--- src/rtl/tsb_mc_if.sv ---
// Port bundle for tsb_mc: child-manager task inputs, retry, network enqueue/response,
// child-manager responses and buffer status.
interface tsb_mc_if #(
    parameter int N_IN    = 2,
    parameter int LOG_DEPTH = 4,
    parameter int TASK_W  = 64,
    parameter int TS_W    = 32,
    parameter int TILE_W  = 7,
    parameter int CQ_W    = 4,
    parameter int CHILD_W = 4,
    parameter int EPOCH_W = 8,
    parameter int TQ_W    = 6,
    parameter int CH_W    = (N_IN > 1) ? $clog2(N_IN) : 1
);
    logic [2:0]                       log_n_tiles;
    logic [N_IN-1:0]                  s_wvalid;
    logic [N_IN-1:0]                  s_wready;
    logic [N_IN-1:0][TASK_W-1:0]      s_wdata;
    logic [N_IN-1:0]                  s_tied;
    logic [N_IN-1:0][CQ_W-1:0]        s_cq_slot;
    logic [N_IN-1:0][CHILD_W-1:0]     s_child_id;
    logic                             s_only_untied;
    logic                             retry_valid;
    logic                             retry_ready;
    logic [LOG_DEPTH-1:0]             retry_tsb_id;
    logic                             retry_abort;
    logic                             retry_tied;
    logic                             task_enq_valid;
    logic                             task_enq_ready;
    logic [TASK_W-1:0]                task_enq_data;
    logic                             task_enq_tied;
    logic [TILE_W-1:0]                task_enq_dest_tile;
    logic [LOG_DEPTH-1:0]             task_enq_tsb_id;
    logic                             task_resp_valid;
    logic                             task_resp_ready;
    logic                             task_resp_ack;
    logic [LOG_DEPTH-1:0]             task_resp_tsb_id;
    logic [EPOCH_W-1:0]               task_resp_epoch;
    logic [TQ_W-1:0]                  task_resp_tq_slot;
    logic                             m_resp_valid;
    logic                             m_resp_ready;
    logic [CH_W-1:0]                  m_resp_chan;
    logic                             m_resp_ack;
    logic [LOG_DEPTH-1:0]             m_tsb_slot;
    logic [EPOCH_W-1:0]               m_epoch;
    logic [TQ_W-1:0]                  m_tq_slot;
    logic [TILE_W-1:0]                m_tile_id;
    logic [CQ_W-1:0]                  m_cq_slot;
    logic [CHILD_W-1:0]               m_child_id;
    logic [LOG_DEPTH:0]               occupancy;
    logic [TS_W-1:0]                  lvt;
    logic                             empty;

    modport slave (
        input  log_n_tiles, s_wvalid, s_wdata, s_tied, s_cq_slot, s_child_id,
               retry_valid, retry_tsb_id, retry_abort, retry_tied, task_enq_ready,
               task_resp_valid, task_resp_ack, task_resp_tsb_id, task_resp_epoch,
               task_resp_tq_slot, m_resp_ready,
        output s_wready, s_only_untied, retry_ready, task_enq_valid, task_enq_data,
               task_enq_tied, task_enq_dest_tile, task_enq_tsb_id, task_resp_ready,
               m_resp_valid, m_resp_chan, m_resp_ack, m_tsb_slot, m_epoch, m_tq_slot,
               m_tile_id, m_cq_slot, m_child_id, occupancy, lvt, empty
    );

    modport master (
        output log_n_tiles, s_wvalid, s_wdata, s_tied, s_cq_slot, s_child_id,
               retry_valid, retry_tsb_id, retry_abort, retry_tied, task_enq_ready,
               task_resp_valid, task_resp_ack, task_resp_tsb_id, task_resp_epoch,
               task_resp_tq_slot, m_resp_ready,
        input  s_wready, s_only_untied, retry_ready, task_enq_valid, task_enq_data,
               task_enq_tied, task_enq_dest_tile, task_enq_tsb_id, task_resp_ready,
               m_resp_valid, m_resp_chan, m_resp_ack, m_tsb_slot, m_epoch, m_tq_slot,
               m_tile_id, m_cq_slot, m_child_id, occupancy, lvt, empty
    );
endinterface

--- src/rtl/tsb_mc.sv ---
// Multi-channel task send buffer: round-robin merge of child-manager tasks into one enqueue
// port, entries held until ACK or retry-abort, tied responses routed back, rolling LVT scan.
module tsb_mc #(
    parameter int N_IN           = 2,
    parameter int LOG_DEPTH      = 4,
    parameter int UNTIED_RESERVE = 3,
    parameter int TASK_W         = 64,
    parameter int TS_W           = 32,
    parameter int TILE_W         = 7,
    parameter int CQ_W           = 4,
    parameter int CHILD_W        = 4,
    parameter int EPOCH_W        = 8,
    parameter int TQ_W           = 6,
    parameter int CH_W           = (N_IN > 1) ? $clog2(N_IN) : 1
) (
    input  logic     clk,
    input  logic     rstn,
    tsb_mc_if.slave  bus
);
    localparam int DEPTH = 2 ** LOG_DEPTH;
    localparam int OCC_W = LOG_DEPTH + 1;

    logic [DEPTH-1:0]               ent_valid, ent_tied;
    logic [DEPTH-1:0][TASK_W-1:0]   ent_task;
    logic [DEPTH-1:0][TILE_W-1:0]   ent_tile;
    logic [DEPTH-1:0][CQ_W-1:0]     ent_cq;
    logic [DEPTH-1:0][CHILD_W-1:0]  ent_child;
    logic [DEPTH-1:0][CH_W-1:0]     ent_chan;

    logic [CH_W-1:0]      rr_ptr, gnt;
    logic                 gnt_vld, free_any, osf, take, retry_fire, resp_fire;
    logic                 dec_abort, dec_resp;
    logic [LOG_DEPTH-1:0] free_idx, scan_idx, r_id, a_id;
    logic [OCC_W-1:0]     occ;
    logic [TS_W-1:0]      rolling, scan_ts;
    logic [15:0]          gnt_hint;
    logic [TILE_W-1:0]    gnt_tile;

    assign r_id       = bus.retry_tsb_id;
    assign a_id       = bus.task_resp_tsb_id;
    assign osf        = !bus.task_enq_valid || bus.task_enq_ready;
    assign retry_fire = bus.retry_valid && osf;
    assign take       = osf && !bus.retry_valid && free_any && gnt_vld;
    assign resp_fire  = bus.task_resp_valid && bus.task_resp_ready;

    assign bus.retry_ready     = osf;
    assign bus.task_resp_ready = !bus.m_resp_valid || bus.m_resp_ready;
    assign bus.occupancy       = occ;
    assign bus.empty           = (occ == '0);
    assign bus.s_only_untied   = occ > OCC_W'(DEPTH - UNTIED_RESERVE);

    // An abort and an ACK naming the same entry must only release it once.
    assign dec_abort = retry_fire && bus.retry_abort && ent_valid[r_id];
    assign dec_resp  = resp_fire && bus.task_resp_ack && ent_valid[a_id] &&
                       !(dec_abort && (a_id == r_id));

    always_comb begin
        free_any = 1'b0;
        free_idx = '0;
        for (int i = DEPTH - 1; i >= 0; i--) begin
            if (!ent_valid[i]) begin
                free_any = 1'b1;
                free_idx = LOG_DEPTH'(i);
            end
        end
    end

    // Walk downward so the channel closest to rr_ptr is the last (winning) assignment.
    always_comb begin
        int c;
        logic [CH_W-1:0] ci;
        c       = 0;
        ci      = '0;
        gnt_vld = 1'b0;
        gnt     = '0;
        for (int k = N_IN - 1; k >= 0; k--) begin
            c = int'(rr_ptr) + k;
            if (c >= N_IN) c = c - N_IN;
            ci = CH_W'(c);
            if (bus.s_wvalid[ci]) begin
                gnt_vld = 1'b1;
                gnt     = ci;
            end
        end
    end

    always_comb begin
        bus.s_wready = '0;
        for (int ch = 0; ch < N_IN; ch++)
            bus.s_wready[ch] = take && (gnt == CH_W'(ch));
    end

    assign gnt_hint = bus.s_wdata[gnt][TS_W +: 16];
    assign gnt_tile = TILE_W'((gnt_hint >> 4) & ((16'd1 << bus.log_n_tiles) - 16'd1));
    assign scan_ts  = ent_task[scan_idx][TS_W-1:0];

    always_ff @(posedge clk) begin
        if (take) begin
            ent_task[free_idx]  <= bus.s_wdata[gnt];
            ent_tile[free_idx]  <= gnt_tile;
            ent_cq[free_idx]    <= bus.s_cq_slot[gnt];
            ent_child[free_idx] <= bus.s_child_id[gnt];
            ent_chan[free_idx]  <= gnt;
        end
    end

    always_ff @(posedge clk or negedge rstn) begin
        if (!rstn) begin
            ent_valid              <= '0;
            ent_tied               <= '0;
            rr_ptr                 <= '0;
            occ                    <= '0;
            scan_idx               <= '0;
            rolling                <= '1;
            bus.lvt                <= '0;
            bus.task_enq_valid     <= 1'b0;
            bus.task_enq_data      <= '0;
            bus.task_enq_tied      <= 1'b0;
            bus.task_enq_dest_tile <= '0;
            bus.task_enq_tsb_id    <= '0;
            bus.m_resp_valid       <= 1'b0;
            bus.m_resp_chan        <= '0;
            bus.m_resp_ack         <= 1'b0;
            bus.m_tsb_slot         <= '0;
            bus.m_epoch            <= '0;
            bus.m_tq_slot          <= '0;
            bus.m_tile_id          <= '0;
            bus.m_cq_slot          <= '0;
            bus.m_child_id         <= '0;
        end else begin
            if (dec_abort) ent_valid[r_id] <= 1'b0;
            if (dec_resp)  ent_valid[a_id] <= 1'b0;
            if (take) begin
                ent_valid[free_idx] <= 1'b1;
                ent_tied[free_idx]  <= bus.s_tied[gnt];
                rr_ptr              <= (int'(gnt) == N_IN - 1) ? '0 : gnt + 1'b1;
            end

            if (retry_fire && !bus.retry_abort) begin
                ent_tied[r_id]         <= bus.retry_tied;
                bus.task_enq_valid     <= 1'b1;
                bus.task_enq_data      <= ent_task[r_id];
                bus.task_enq_tied      <= bus.retry_tied;
                bus.task_enq_dest_tile <= ent_tile[r_id];
                bus.task_enq_tsb_id    <= r_id;
            end else if (take) begin
                bus.task_enq_valid     <= 1'b1;
                bus.task_enq_data      <= bus.s_wdata[gnt];
                bus.task_enq_tied      <= bus.s_tied[gnt];
                bus.task_enq_dest_tile <= gnt_tile;
                bus.task_enq_tsb_id    <= free_idx;
            end else if (bus.task_enq_ready) begin
                bus.task_enq_valid     <= 1'b0;
            end

            occ <= occ + OCC_W'(take) - OCC_W'(dec_abort) - OCC_W'(dec_resp);

            if (resp_fire && ent_tied[a_id]) begin
                bus.m_resp_valid <= 1'b1;
                bus.m_resp_chan  <= ent_chan[a_id];
                bus.m_resp_ack   <= bus.task_resp_ack;
                bus.m_tsb_slot   <= a_id;
                bus.m_epoch      <= bus.task_resp_epoch;
                bus.m_tq_slot    <= bus.task_resp_tq_slot;
                bus.m_tile_id    <= ent_tile[a_id];
                bus.m_cq_slot    <= ent_cq[a_id];
                bus.m_child_id   <= ent_child[a_id];
            end else if (bus.m_resp_ready) begin
                bus.m_resp_valid <= 1'b0;
            end

            // One entry per cycle; the minimum of a full sweep is published at idx 0.
            if (scan_idx == '0) begin
                bus.lvt <= rolling;
                rolling <= ent_valid[0] ? scan_ts : '1;
            end else if (ent_valid[scan_idx] && (scan_ts < rolling)) begin
                rolling <= scan_ts;
            end
            scan_idx <= scan_idx + 1'b1;
        end
    end
endmodule
--- src/flat_wrapper.sv ---
// flat-port wrapper written by rule: the top's interface ports become plain ports
module tsb_mc_flat 
#(
    parameter int N_IN           = 2,
    parameter int LOG_DEPTH      = 4,
    parameter int UNTIED_RESERVE = 3,
    parameter int TASK_W         = 64,
    parameter int TS_W           = 32,
    parameter int TILE_W         = 7,
    parameter int CQ_W           = 4,
    parameter int CHILD_W        = 4,
    parameter int EPOCH_W        = 8,
    parameter int TQ_W           = 6,
    parameter int CH_W           = (N_IN > 1) ? $clog2(N_IN) : 1
)
  (clk, rstn, bus_log_n_tiles, bus_s_wvalid, bus_s_wdata, bus_s_tied, bus_s_cq_slot, bus_s_child_id, bus_retry_valid, bus_retry_tsb_id, bus_retry_abort, bus_retry_tied, bus_task_enq_ready, bus_task_resp_valid, bus_task_resp_ack, bus_task_resp_tsb_id, bus_task_resp_epoch, bus_task_resp_tq_slot, bus_m_resp_ready, bus_s_wready, bus_s_only_untied, bus_retry_ready, bus_task_enq_valid, bus_task_enq_data, bus_task_enq_tied, bus_task_enq_dest_tile, bus_task_enq_tsb_id, bus_task_resp_ready, bus_m_resp_valid, bus_m_resp_chan, bus_m_resp_ack, bus_m_tsb_slot, bus_m_epoch, bus_m_tq_slot, bus_m_tile_id, bus_m_cq_slot, bus_m_child_id, bus_occupancy, bus_lvt, bus_empty);
  tsb_mc_if #(.N_IN(N_IN), .LOG_DEPTH(LOG_DEPTH), .TASK_W(TASK_W), .TS_W(TS_W), .TILE_W(TILE_W), .CQ_W(CQ_W), .CHILD_W(CHILD_W), .EPOCH_W(EPOCH_W), .TQ_W(TQ_W), .CH_W(CH_W)) bus_i ();
  input  logic clk;
  input  logic rstn;
  input wire logic [$bits(bus_i.log_n_tiles)-1:0] bus_log_n_tiles;
  input wire logic [$bits(bus_i.s_wvalid)-1:0] bus_s_wvalid;
  input wire logic [$bits(bus_i.s_wdata)-1:0] bus_s_wdata;
  input wire logic [$bits(bus_i.s_tied)-1:0] bus_s_tied;
  input wire logic [$bits(bus_i.s_cq_slot)-1:0] bus_s_cq_slot;
  input wire logic [$bits(bus_i.s_child_id)-1:0] bus_s_child_id;
  input wire logic [$bits(bus_i.retry_valid)-1:0] bus_retry_valid;
  input wire logic [$bits(bus_i.retry_tsb_id)-1:0] bus_retry_tsb_id;
  input wire logic [$bits(bus_i.retry_abort)-1:0] bus_retry_abort;
  input wire logic [$bits(bus_i.retry_tied)-1:0] bus_retry_tied;
  input wire logic [$bits(bus_i.task_enq_ready)-1:0] bus_task_enq_ready;
  input wire logic [$bits(bus_i.task_resp_valid)-1:0] bus_task_resp_valid;
  input wire logic [$bits(bus_i.task_resp_ack)-1:0] bus_task_resp_ack;
  input wire logic [$bits(bus_i.task_resp_tsb_id)-1:0] bus_task_resp_tsb_id;
  input wire logic [$bits(bus_i.task_resp_epoch)-1:0] bus_task_resp_epoch;
  input wire logic [$bits(bus_i.task_resp_tq_slot)-1:0] bus_task_resp_tq_slot;
  input wire logic [$bits(bus_i.m_resp_ready)-1:0] bus_m_resp_ready;
  output wire logic [$bits(bus_i.s_wready)-1:0] bus_s_wready;
  output wire logic [$bits(bus_i.s_only_untied)-1:0] bus_s_only_untied;
  output wire logic [$bits(bus_i.retry_ready)-1:0] bus_retry_ready;
  output wire logic [$bits(bus_i.task_enq_valid)-1:0] bus_task_enq_valid;
  output wire logic [$bits(bus_i.task_enq_data)-1:0] bus_task_enq_data;
  output wire logic [$bits(bus_i.task_enq_tied)-1:0] bus_task_enq_tied;
  output wire logic [$bits(bus_i.task_enq_dest_tile)-1:0] bus_task_enq_dest_tile;
  output wire logic [$bits(bus_i.task_enq_tsb_id)-1:0] bus_task_enq_tsb_id;
  output wire logic [$bits(bus_i.task_resp_ready)-1:0] bus_task_resp_ready;
  output wire logic [$bits(bus_i.m_resp_valid)-1:0] bus_m_resp_valid;
  output wire logic [$bits(bus_i.m_resp_chan)-1:0] bus_m_resp_chan;
  output wire logic [$bits(bus_i.m_resp_ack)-1:0] bus_m_resp_ack;
  output wire logic [$bits(bus_i.m_tsb_slot)-1:0] bus_m_tsb_slot;
  output wire logic [$bits(bus_i.m_epoch)-1:0] bus_m_epoch;
  output wire logic [$bits(bus_i.m_tq_slot)-1:0] bus_m_tq_slot;
  output wire logic [$bits(bus_i.m_tile_id)-1:0] bus_m_tile_id;
  output wire logic [$bits(bus_i.m_cq_slot)-1:0] bus_m_cq_slot;
  output wire logic [$bits(bus_i.m_child_id)-1:0] bus_m_child_id;
  output wire logic [$bits(bus_i.occupancy)-1:0] bus_occupancy;
  output wire logic [$bits(bus_i.lvt)-1:0] bus_lvt;
  output wire logic [$bits(bus_i.empty)-1:0] bus_empty;
  assign bus_i.log_n_tiles = bus_log_n_tiles;
  assign bus_i.s_wvalid = bus_s_wvalid;
  assign bus_i.s_wdata = bus_s_wdata;
  assign bus_i.s_tied = bus_s_tied;
  assign bus_i.s_cq_slot = bus_s_cq_slot;
  assign bus_i.s_child_id = bus_s_child_id;
  assign bus_i.retry_valid = bus_retry_valid;
  assign bus_i.retry_tsb_id = bus_retry_tsb_id;
  assign bus_i.retry_abort = bus_retry_abort;
  assign bus_i.retry_tied = bus_retry_tied;
  assign bus_i.task_enq_ready = bus_task_enq_ready;
  assign bus_i.task_resp_valid = bus_task_resp_valid;
  assign bus_i.task_resp_ack = bus_task_resp_ack;
  assign bus_i.task_resp_tsb_id = bus_task_resp_tsb_id;
  assign bus_i.task_resp_epoch = bus_task_resp_epoch;
  assign bus_i.task_resp_tq_slot = bus_task_resp_tq_slot;
  assign bus_i.m_resp_ready = bus_m_resp_ready;
  assign bus_s_wready = bus_i.s_wready;
  assign bus_s_only_untied = bus_i.s_only_untied;
  assign bus_retry_ready = bus_i.retry_ready;
  assign bus_task_enq_valid = bus_i.task_enq_valid;
  assign bus_task_enq_data = bus_i.task_enq_data;
  assign bus_task_enq_tied = bus_i.task_enq_tied;
  assign bus_task_enq_dest_tile = bus_i.task_enq_dest_tile;
  assign bus_task_enq_tsb_id = bus_i.task_enq_tsb_id;
  assign bus_task_resp_ready = bus_i.task_resp_ready;
  assign bus_m_resp_valid = bus_i.m_resp_valid;
  assign bus_m_resp_chan = bus_i.m_resp_chan;
  assign bus_m_resp_ack = bus_i.m_resp_ack;
  assign bus_m_tsb_slot = bus_i.m_tsb_slot;
  assign bus_m_epoch = bus_i.m_epoch;
  assign bus_m_tq_slot = bus_i.m_tq_slot;
  assign bus_m_tile_id = bus_i.m_tile_id;
  assign bus_m_cq_slot = bus_i.m_cq_slot;
  assign bus_m_child_id = bus_i.m_child_id;
  assign bus_occupancy = bus_i.occupancy;
  assign bus_lvt = bus_i.lvt;
  assign bus_empty = bus_i.empty;
  tsb_mc #(.N_IN(N_IN), .LOG_DEPTH(LOG_DEPTH), .UNTIED_RESERVE(UNTIED_RESERVE), .TASK_W(TASK_W), .TS_W(TS_W), .TILE_W(TILE_W), .CQ_W(CQ_W), .CHILD_W(CHILD_W), .EPOCH_W(EPOCH_W), .TQ_W(TQ_W), .CH_W(CH_W)) u_core (.clk(clk), .rstn(rstn), .bus(bus_i));
endmodule
--- config.mk ---
export PLATFORM = sky130hd
export DESIGN_NAME = tsb_mc_flat
export DESIGN_NICKNAME = d
export VERILOG_FILES = /design/src/rtl/tsb_mc_if.sv /design/src/rtl/tsb_mc.sv /design/src/flat_wrapper.sv
export SDC_FILE = /design/constraint.sdc
export NUM_CORES = 2
export LEC_CHECK = 0
export CAP_MARGIN = 10
export CORE_ASPECT_RATIO = 1.75
export CORE_MARGIN = 3
export CORE_UTILIZATION = 37
export CTS_BUF_LIST = sky130_fd_sc_hd__clkbuf_8
export CTS_CLUSTER_SIZE = 40
export DETAILED_ROUTE_END_ITERATION = 10
export PLACE_DENSITY = 0.54
export RECOVER_POWER = 50
export SLEW_MARGIN = 20
export SYNTH_ARGS = -nofsm -noshare
export SYNTH_HDL_FRONTEND = slang
export SYNTH_SLANG_ARGS = --single-unit
--- constraint.sdc ---
create_clock -name clk -period 24.3 [get_ports clk]
set_input_delay 4.86 -clock clk [delete_from_list [all_inputs] [get_ports clk]]
set_output_delay 4.86 -clock clk [all_outputs]
set_load 0.01 [all_outputs]
==> metrics list <==
- The number of cells on the worst reg-to-reg path is 13.
* Flop-to-flop setup slack: 12,000 ps
- For this run, design rule violations remaining after detail routing come to 0.
* Fill cell instance count of the final layout: 15,200
* Number of synthesized register bits: 1,499
- Internal power comes to 4620 uW.
* Initial core utilization: 37.4%
- Status: finished with violations
* Met1 usage in global routing: 25.6%
- Distinct cell type count after synthesis: 63
- The clock reaches the later pin of the worst-skew pair after 920 ps.
- At the pin with the least slew margin, the transition time is 5220 ps.
- PortBufs: 337
- First-pass iteration count of the detailed router: 5
- Synth-to-layout area growth: 16.0%
* Placement-stage cell area: 70,400 sq um
- Setup repair after global routing left no endpoint under its margin.
- Max-slew violation total from the final report: 1,192
- The tightest min-delay check is of the register to register type.
- Die area: 179,000 sq um
- The floorplan has 201 rows.
* Number of nets in the layout: 3,842
- The worst path uses 57.1% of the clock period.
- The via count of the first global-routing pass is 37,300.
* Sw power: 1690 uW
- Worst-path fanout max: 25
- Across every metal layer, demand over resource in global routing totals 20.6%.
- For this design, the CTS-stage hold fixing added 0 buffers.
* Leftover overflow at the end of global routing: 0
- TritonCTS built the clock tree.
* Die outline width: 321 um
- Synthesis produced a netlist with a net count of 3,402.
* Launch point of the critical path: bus_s_wvalid[0]
* First-pass GRT wire length: 264,000 um
- Failing checks: max-capacitance violations, max-slew violations
- Critical R2R Launch: u_core.scan_idx[0]
- Between clock sinks in the finished design, the worst skew comes to 51.0 ps.
- The worst setup path is of the primary input to output pin kind.
* Min-Delay Path Depth: 2
- Sequential cells account for 51.0% of the total power.
- Die Height: 557 um
- Post-detailed-route wirelength per cell: 30.4 um
- Summed instance area of the synthesized netlist: 64,300 sq um
* Endpoints failing setup: 0
* Reported leakage power: 0.0247 uW
- Post-cts resize count: 0
- For this block, the initial DRC count from the detailed router was 2,758.
- The final layout contains routed wiring with a total length of 184,000 um.
- CTS built an H-tree with a depth of 4.
- Fraction of layout instances using a drive strength above 1: 29.4%
- After layout, the minimum clock period comes to 13,880 ps.
- Ratio of routed vias to standard cells: 5.65
- Timing-limited maximum frequency: 72.0 MHz
- Number of clock sinks: 1,499
- Net switching fraction of the power: 26.8%
* Worst rel slew slack: -248%
- Combinational group share of total power: 15.8%
- Critical path arrival: 9020 ps
- The most used flip-flop cell after synthesis is edfxtp_1.
- The worst setup path is launched from a primary input.
- Counting the buffers created by CTS gives 225.
- For met3 alone, demand over resource in global routing was 2.99%.
- Multi-input gate area: 19,300 sq um
* Worst reg2reg path endpoint: u_core.rolling[9]
- In this run the worst setup path terminates at bus_s_wready[1].
* Hold Path Origin: u_core.bus.task_enq_data[26]
- Vias post-DR: 34,100
- Number of antenna violations at the first check in global routing: 3
- Sequential cell area in the final layout: 44,000 sq um
* Post-route setup TNS: 0 ps
* Maximum buffer depth of the clock tree: 4
- Worst vdd ir: 0.0471 mV
* Fraction of registers with async set/reset: 14.6%
* Number of standard cells after synthesis: 3,176
- Most congested layer reported by global routing: met2
- The average instance in the mapped netlist occupies 20.2 sq um.
- Summing the sequential cell areas from Yosys gives 68.4% of the chip area.
- Number of ports placed on the die boundary: 338
- Area of the core region: 172,000 sq um
- Post-synth EDFFs: 1,280
- Yosys printed 0 warnings.
* Gpl congestion: 0.783
* Worst Path Required: 19,440 ps
* Number of buffers added for setup after CTS: 0
* Reg clk slew, reported paths: 60 ps
- Clk network pwr share: 33.1%
- Max-cap violations in this run came to 37.
- Final core utilization: 43.4%
* Antenna-violating nets left: 0
- Once layout is done, the placed cells without fillers occupy 74,600 sq um.
* Hold violation total from the final report: 0
- In the global route stage, met2 resource usage came out at 37.2%.
* Total half-perimeter wirelength after legalization and detailed placement: 103,000 um
- For this design the ratio of total power to cell area is 84.5 nW/um^2.
- The worst setup path is captured at an output pin.
- Pin count of the biggest net entering global routing: 133
* Master cell of the clock root buffer: clkbuf_8
[power groups by stage]
stage / registers [uW] / logic, uW / clock network [uW]
floorplan: 3280 / 512 / 0
global placement: 3260 / 1050 / 0
detailed placement: 3270 / 1060 / 0
CTS: 3220 / 1070 / 2150
global route: 3240 / 1080 / 2250
finish: 3220 / 999 / 2090
[stage by stage]
step                      cells  worst slack (ps)  power (uW)  hold WS, ps
after floorplan            3176             11720        3790          481
after global placement     5621             11830        4310          476
after detailed placement   5622             11840        4330          480
after CTS                  6034             11840        6440          498
after global routing       6035             10150        6570          512
final                      6037             10420        6300          483
[cells in the mapped netlist, types with 6 or more instances]
cell	n	area share, %
mux4_2	611	21
nand2_1	226	1.3
or3_1	7	0.068
a211oi_1	6	0.070
nand4_1	11	0.11
xor2_1	6	0.082
clkbuf_1	92	0.54
dfrtp_1	187	7.3
o22ai_1	14	0.14
ha_1	43	0.84
buf_1	38	0.22
edfxtp_1	1280	60
dfstp_2	32	1.3
a221o_1	9	0.14
o221ai_1	12	0.16
nand3_1	70	0.54
nor3_1	13	0.10
inv_1	56	0.33
o21ai_0	23	0.18
o22a_1	33	0.45
mux2i_1	24	0.37
a21o_1	8	0.093
nand2b_1	18	0.18
mux2_2	132	2.3
nor2b_1	8	0.078
buf_2	66	0.51
nor2_1	62	0.36
a21oi_1	20	0.16
[final cells by class]
| cell class | count | area share, % |
|---|---|---|
| multi-input combinational | 1419 | 25.8 |
| clock buffer | 241 | 4.45 |
| antenna | 3 | 0.0101 |
| inverter | 57 | 0.297 |
| clock inverter | 171 | 1.53 |
| tap | 2233 | 3.75 |
| timing repair buffer | 414 | 5.19 |
| sequential | 1499 | 58.9 |
[worst min path at each step]
| stage | to | slack (ps) |
|---|---|---|
| detailed placement | u_core.bus.task_enq_data[55] | 480 |
| finish | u_core.bus.task_enq_data[26] | 480 |
| CTS | u_core.bus.task_enq_data[26] | 500 |
| floorplan | u_core.rr_ptr | 480 |
| global placement | u_core.bus.task_enq_data[6] | 480 |
| global route | u_core.bus.task_enq_data[19] | 510 |
[logic make-up (layout without fill, tap and decap cells)]
family                     after synthesis  in the layout  share of synthesized area [%]
muxes                                  767            767                           24.1
AOI/OAI and AO/OA                      155            155                           1.75
other                                    0              3                              0
and+or+nand+nor                        443            443                           3.11
DFF                                   1499           1499                           68.4
xor gates and xnor gates                10             10                          0.136
buffers and inverters                  258            883                           1.68
adders and majority gates               44             44                          0.868
[routing by layer]
metal / up-vias / share of wire [%] / wire length (um)
met5: - / 0.0071 / 13
met4: 2 / 2.5 / 4670
met3: 305 / 5.1 / 9350
met2: 1095 / 53 / 97500
met1: 18600 / 39 / 72300
li1: 14100 / - / -
[cells in the final DEF, fill, tap and decap left out, types with 5 or more instances in the layout]
cell type / Yosys / routed
bufinv_16: 0 / 16
o21ai_0: 23 / 22
inv_1: 56 / 117
clkdlybuf4s50_1: 0 / 192
a21oi_1: 20 / 20
dfrtp_1: 187 / 184
nand3_1: 70 / 69
nand2_1: 226 / 226
and3_1: 5 / 5
o221ai_1: 12 / 12
clkinv_2: 0 / 36
or3_1: 7 / 7
xor2_1: 6 / 6
a211oi_1: 6 / 5
a221o_1: 9 / 9
clkbuf_1: 92 / 35
o22ai_1: 14 / 14
nor3_1: 13 / 13
edfxtp_1: 1280 / 1280
a22oi_1: 5 / 5
ha_1: 43 / 43
mux2_1: 0 / 25
nand2b_1: 18 / 18
dlygate4sd3_1: 0 / 137
o22a_1: 33 / 33
mux2i_1: 24 / 24
buf_4: 3 / 42
mux2_2: 132 / 107
clkbuf_8: 0 / 241
a21o_1: 8 / 8
clkinv_1: 0 / 48
nor2_1: 62 / 60
mux4_2: 611 / 611
nand4_1: 11 / 11
nor2b_1: 8 / 8
dfstp_2: 32 / 32
[critical path, stage by stage]
cell and delay [ps]:
dlygate4sd3_1 550, nor2_1 90, nor2_1 60, nand2_1 230
a21o_1 540, clkinvlp_2 1560, and2_1 630, clkdlybuf4s50_1 500
[state kept, by name, indices dropped and copies added, names as in the netlist, 7 cells and up]
name                           flops
u_core.bus.lvt                    32
u_core.bus.task_enq_dest_tile      7
u_core.bus.m_tile_id               7
u_core.bus.m_epoch                 8
u_core.ent_tied                   16
u_core.ent_child                  64
u_core.ent_task                 1024
u_core.ent_chan                   16
u_core.ent_valid                  16
u_core.rolling                    32
u_core.ent_cq                     64
u_core.ent_tile                  112
u_core.bus.task_enq_data          64
No activity file was read; power rests on OpenSTA's default activity.
